`config.mk`:
```
export PLATFORM = sky130hd
export DESIGN_NAME = core_dispatch_ctrl
export DESIGN_NICKNAME = d
export VERILOG_FILES = /design/src/rtl/core_dispatch_ctrl.sv
export SDC_FILE = /design/constraint.sdc
export NUM_CORES = 1
export LEC_CHECK = 0
export ABC_AREA = 1
export BUFFER_PORTS_ARGS = -buffer_cell sky130_fd_sc_hd__buf_2
export CAP_MARGIN = 20
export CORE_ASPECT_RATIO = 1.25
export CORE_MARGIN = 5
export CORE_UTILIZATION = 51
export CTS_CLUSTER_DIAMETER = 50
export DETAILED_ROUTE_END_ITERATION = 12
export PLACE_DENSITY = 0.87
export SLEW_MARGIN = 10
export SYNTH_ARGS = -nofsm -noshare
export SYNTH_HDL_FRONTEND = slang
export SYNTH_SLANG_ARGS = --single-unit
```
`constraint.sdc`:
```
create_clock -name sclk -period 7.3 [get_ports sclk]
set_clock_uncertainty 0.15 [all_clocks]
set_input_delay 1.46 -clock sclk [delete_from_list [all_inputs] [get_ports sclk]]
set_output_delay 1.46 -clock sclk [all_outputs]
set_load 0.05 [all_outputs]
```
`src/rtl/core_dispatch_ctrl.sv`:
```
// Dual-core dispatch controller: queues core0 fork requests and sequences core1
// through register copy, PC load, run and join, with a watchdog on the run phase.
module core_dispatch_ctrl #(
   parameter int ADDR_W         = 32,
   parameter int REGCOPY_CYCLES = 4,
   parameter int TIMEOUT        = 1024,
   parameter int FIFO_DEPTH     = 2
) (
   input  logic                          sclk,
   input  logic                          reset,
   input  logic                          load,
   input  logic                          fork_valid,
   output logic                          fork_ready,
   input  logic [ADDR_W-1:0]             fork_pc,
   output logic                          join_valid,
   input  logic                          join_ack,
   output logic [ADDR_W-1:0]             join_pc,
   output logic                          join_timeout,
   output logic                          core1_wake,
   output logic                          core1_reg_runtime,
   output logic [ADDR_W-1:0]             core1_pc,
   output logic                          core1_pc_load,
   input  logic                          core1_exit,
   input  logic [ADDR_W-1:0]             core1_exit_pc,
   output logic                          busy,
   output logic [$clog2(FIFO_DEPTH):0]   queue_count
);

   localparam int PW   = $clog2(FIFO_DEPTH);
   localparam int CC_W = $clog2(REGCOPY_CYCLES + 1);
   localparam int WD_W = $clog2(TIMEOUT);
   localparam logic [PW:0]     FULL_CNT = (PW+1)'(FIFO_DEPTH);
   localparam logic [CC_W-1:0] CC_LAST  = CC_W'(REGCOPY_CYCLES - 1);
   localparam logic [WD_W-1:0] WD_LAST  = WD_W'(TIMEOUT - 1);

   typedef enum logic [2:0] {S_IDLE, S_COPY, S_LAUNCH, S_RUN, S_JOIN} state_t;

   state_t            r_state;
   logic [ADDR_W-1:0] r_mem [FIFO_DEPTH];
   logic [PW-1:0]     r_wr_ptr, r_rd_ptr;
   logic [PW:0]       r_count;
   logic [ADDR_W-1:0] r_cur_pc;
   logic [CC_W-1:0]   r_copy_cnt;
   logic [WD_W-1:0]   r_wd;
   logic              r_join_valid, r_join_timeout;
   logic [ADDR_W-1:0] r_join_pc, r_pc;
   logic              r_wake, r_regrt, r_pc_load;

   logic w_full, w_ready, w_push, w_pop;

   // Ready looks only at registered occupancy, so a same-cycle pop never frees a slot.
   assign w_full  = (r_count == FULL_CNT);
   assign w_ready = reset & ~load & ~w_full;
   assign w_push  = fork_valid & w_ready;
   assign w_pop   = (r_state == S_IDLE) & (r_count != '0);

   always_ff @(posedge sclk) begin
      if (w_push) r_mem[r_wr_ptr] <= fork_pc;
   end

   always_ff @(posedge sclk) begin
      if (!reset || load) begin
         r_wr_ptr <= '0;
         r_rd_ptr <= '0;
         r_count  <= '0;
      end else begin
         if (w_push) r_wr_ptr <= r_wr_ptr + 1'b1;
         if (w_pop)  r_rd_ptr <= r_rd_ptr + 1'b1;
         r_count <= r_count + (PW+1)'(w_push) - (PW+1)'(w_pop);
      end
   end

   always_ff @(posedge sclk) begin
      if (!reset || load) begin
         r_state        <= S_IDLE;
         r_cur_pc       <= '0;
         r_copy_cnt     <= '0;
         r_wd           <= '0;
         r_join_valid   <= 1'b0;
         r_join_pc      <= '0;
         r_join_timeout <= 1'b0;
         r_wake         <= 1'b0;
         r_regrt        <= 1'b0;
         r_pc           <= '0;
         r_pc_load      <= 1'b0;
      end else begin
         r_pc_load <= 1'b0;
         unique case (r_state)
            S_IDLE: if (w_pop) begin
               r_cur_pc   <= r_mem[r_rd_ptr];
               r_copy_cnt <= CC_LAST;
               r_regrt    <= 1'b1;
               r_state    <= S_COPY;
            end
            S_COPY: if (r_copy_cnt == '0) begin
               r_regrt   <= 1'b0;
               r_pc_load <= 1'b1;
               r_pc      <= r_cur_pc;
               r_wd      <= '0;
               r_state   <= S_LAUNCH;
            end else begin
               r_copy_cnt <= r_copy_cnt - 1'b1;
            end
            S_LAUNCH: begin
               r_wake  <= 1'b1;
               r_wd    <= '0;
               r_state <= S_RUN;
            end
            S_RUN: begin
               r_wd <= r_wd + 1'b1;
               // A real exit wins over watchdog expiry in the same cycle.
               if (core1_exit) begin
                  r_join_pc      <= core1_exit_pc;
                  r_join_timeout <= 1'b0;
                  r_join_valid   <= 1'b1;
                  r_wake         <= 1'b0;
                  r_state        <= S_JOIN;
               end else if (r_wd == WD_LAST) begin
                  r_join_pc      <= r_cur_pc;
                  r_join_timeout <= 1'b1;
                  r_join_valid   <= 1'b1;
                  r_wake         <= 1'b0;
                  r_state        <= S_JOIN;
               end
            end
            S_JOIN: if (join_ack) begin
               r_join_valid   <= 1'b0;
               r_join_pc      <= '0;
               r_join_timeout <= 1'b0;
               r_pc           <= '0;
               r_state        <= S_IDLE;
            end
            default: r_state <= S_IDLE;
         endcase
      end
   end

   assign fork_ready        = w_ready;
   assign join_valid        = r_join_valid;
   assign join_pc           = r_join_pc;
   assign join_timeout      = r_join_timeout;
   assign core1_wake        = r_wake;
   assign core1_reg_runtime = r_regrt;
   assign core1_pc          = r_pc;
   assign core1_pc_load     = r_pc_load;
   assign busy              = (r_state != S_IDLE);
   assign queue_count       = r_count;

endmodule

```
==> flow_metrics.tcl <==
set metrics [dict create \
    slew-limit-headroom 0.313 \
    holdCritStartpoint "join_valid" \
    cts_sinks 185 \
    clk_pin_slew_ns 0.08 \
    drv_slew 0 \
    dieHeight_um 144 \
    p_int_mw 1.58 \
    core_area_um2 13900 \
    yosysUniqueCellTypes 33 \
    synth_cells 781 \
    post_drt_via_cell_ratio 5.40 \
    finalCriticalPeriod_ns 4.80 \
    crit_type "in -> out" \
    synth_top_cell_area_share 0.332 \
    vdd_drop_max_uv 145 \
    numCtsBuffers 17 \
    dieArea_um2 16800 \
    synth_warnings 0 \
    r2r-end "join_pc[5]" \
    worst_pin_slew_ns 1.03 \
    gp_congestion 0.844 \
    drcViolationCount 0 \
    die_w_um 117 \
    r2r-start "r_wd[0]" \
    synthTopCellsByArea "dfxtp_1 (33%), edfxtp_1 (26%), nand3_1 (7.5%)" \
    critPathCaptureType "primary output" \
    pwr_density_cell_nw_per_um2 245 \
    yosys_register_bits 185 \
    max_freq_ghz 0.208 \
    start_kind "input port" \
    r2r_cells 8 \
    start_util 0.523 \
    synth_area_per_cell_um2 9.34 \
    grt.overflow.total 0 \
    maxCapViolations 0 \
    rrSetupSlack_ns 4.90 \
    grt_max_degree 75 \
    clock_latency_ns 0.43 \
    area_growth_pct 18.2 \
    status "complete, no violations" \
    finalSetupViolCount 0 \
    cts_max_path_buffers 2 \
    drt_iter0_drc 544 \
    synth_top_cell_by_area "dfxtp_1" \
    path_max_fanout 74 \
    portBuffers 142 \
    fin_area_um2 8620 \
    p_comb_frac 0.058 \
    cts_tree "done" \
    grt.total_usage 0.200 \
    num_rows 48 \
    layout-drive-gt1-share 0.235 \
    final_cell_mix "buf_2 (142), nand2_1 (138), dfxtp_1 (121)" \
    pwr-share-seq 0.515 \
    swShare 0.250 \
    min_to "join_valid" \
    first_pass_iters 5 \
    grt_setup_unrepaired "false" \
    arrival_ns 3.19 \
    placed_area_um2 7980 \
    power.clock.fraction 0.427 \
    holdPathStages 2 \
    grt_pass1_vias 5510 \
    leakage_nw 3.37 \
    hold_path.class "reg -> reg" \
    antenna_found_initial 2 \
    pin_count 143 \
    finalNonFillerCells 1085 \
    detailed_place_hpwl_um 11400 \
    switching_power_uw 528 \
    cp.required_ns 5.69 \
    finalHoldViolCount 0 \
    fin_util 0.618 \
    ys_seq_area_frac 0.596 \
    vias 5864 \
    synth_nets 856 \
    synth_area_um2 7290 \
    layout_commonest_cell "buf_2" \
    dp.cells 1051 \
    fin_nets 971 \
    detail-route-antenna-nets 0 \
    cts_resized 0 \
    fin_crit_sh 0.657 \
    drt-total-wl_um 16700 \
    tns_ns 0 \
    fillers 1142 \
    ctsRootBufferMaster "clkbuf_16" \
    postCtsHoldBufs 0 \
    h-tree-depth 4 \
    postCtsSetupRepairBufs 0 \
    wl_per_cell_um 15.4 \
    grt_pass1_wl_um 26400 \
    power_mw 2.11 \
]
[Yosys cell counts, drive strengths merged]
master / n
nand2: 141
dfxtp: 121
nand3: 111
o21ai: 103
edfxtp: 64
inv: 61
a21oi: 54
buf: 35
a31oi: 32
nor2: 21
clkbuf: 19
ha: 5
nor3: 4
nand4: 3
or2: 2
xor2: 2
a31o: 1
clkinv: 1
nand3b: 1
[per-stage QoR]
| step | hold slack [ns] | setup WS, ns |
|---|---|---|
| detailed placement | 0.305 | 2.51 |
| CTS | 0.318 | 2.52 |
| finish | 0.319 | 2.50 |
| global route | 0.338 | 2.37 |
| floorplan | 0.293 | 2.79 |
| global placement | 0.305 | 2.52 |
[cell families (layout without fill, tap and decap cells)]
logic type,count (synthesis),in the layout,share of synthesized area
xor+xnor,2,2,0.00240
flops,185,185,0.596
buf+inv,116,244,0.0736
compound gates,190,190,0.143
simple gates,283,283,0.177
other cells,0,1,0
fa+ha+maj,5,5,0.00858
[how the worst max path moves through the flow]
stage	start	endpoint	slack, ns	depth (start not counted)
after global routing	reset	fork_ready	2.37	7
after floorplan	reset	r_mem[0][0]	2.79	7
after detailed placement	load	fork_ready	2.51	6
after global placement	load	fork_ready	2.52	6
after CTS	load	fork_ready	2.52	6
final	load	fork_ready	2.50	6
[registers in the layout (all words and copies together) (netlist names)]
name,cells
r_mem,64
r_state,3
queue_count,2
join_pc,32
join_timeout,1
r_rd_ptr,1
r_cur_pc,32
core1_wake,1
core1_reg_runtime,1
join_valid,1
r_copy_cnt,3
core1_pc,32
r_wd,10
core1_pc_load,1
r_wr_ptr,1
[worst max-delay path: stages]
cell and delay [ns]:
buf_2 0.11, nor2_4 0.09, buf_4 0.54, inv_1 0.45, a21oi_2 0.23, buf_2 0.28
[layout make-up]
| cell class | count | area (um^2) | area share |
|---|---|---|---|
| Inverter | 62 | 233 | 0.0270 |
| Tap cell | 175 | 219 | 0.0254 |
| Multi-Input combinational cell | 480 | 2420 | 0.281 |
| Timing Repair Buffer | 150 | 791 | 0.0918 |
| Sequential cell | 185 | 4340 | 0.504 |
| Clock inverter | 14 | 175 | 0.0203 |
| Antenna cell | 1 | 2.50 | 0.000290 |
| Clock buffer | 18 | 429 | 0.0498 |
[power by group through the flow]
stage | logic (mW) | registers [mW] | clock network [mW]
3_3_place_gp | 0.119 | 1.11 | 0
6_report | 0.123 | 1.09 | 0.900
2_1_floorplan | 0.0791 | 1.11 | 0
4_1_cts | 0.123 | 1.09 | 0.910
5_1_grt | 0.137 | 1.09 | 0.959
3_5_place_dp | 0.122 | 1.11 | 0
[metal layers]
metal / part of all wire / up-vias / GRT usage
li1: - / 2916 / -
met1: 0.37 / 2700 / 0.228
met2: 0.52 / 205 / 0.348
met3: 0.075 / 39 / 0.0594
met4: 0.030 / 4 / 0.0839
met5: 0.00084 / - / 0
Note: power is estimated with default switching activity, not from simulation.
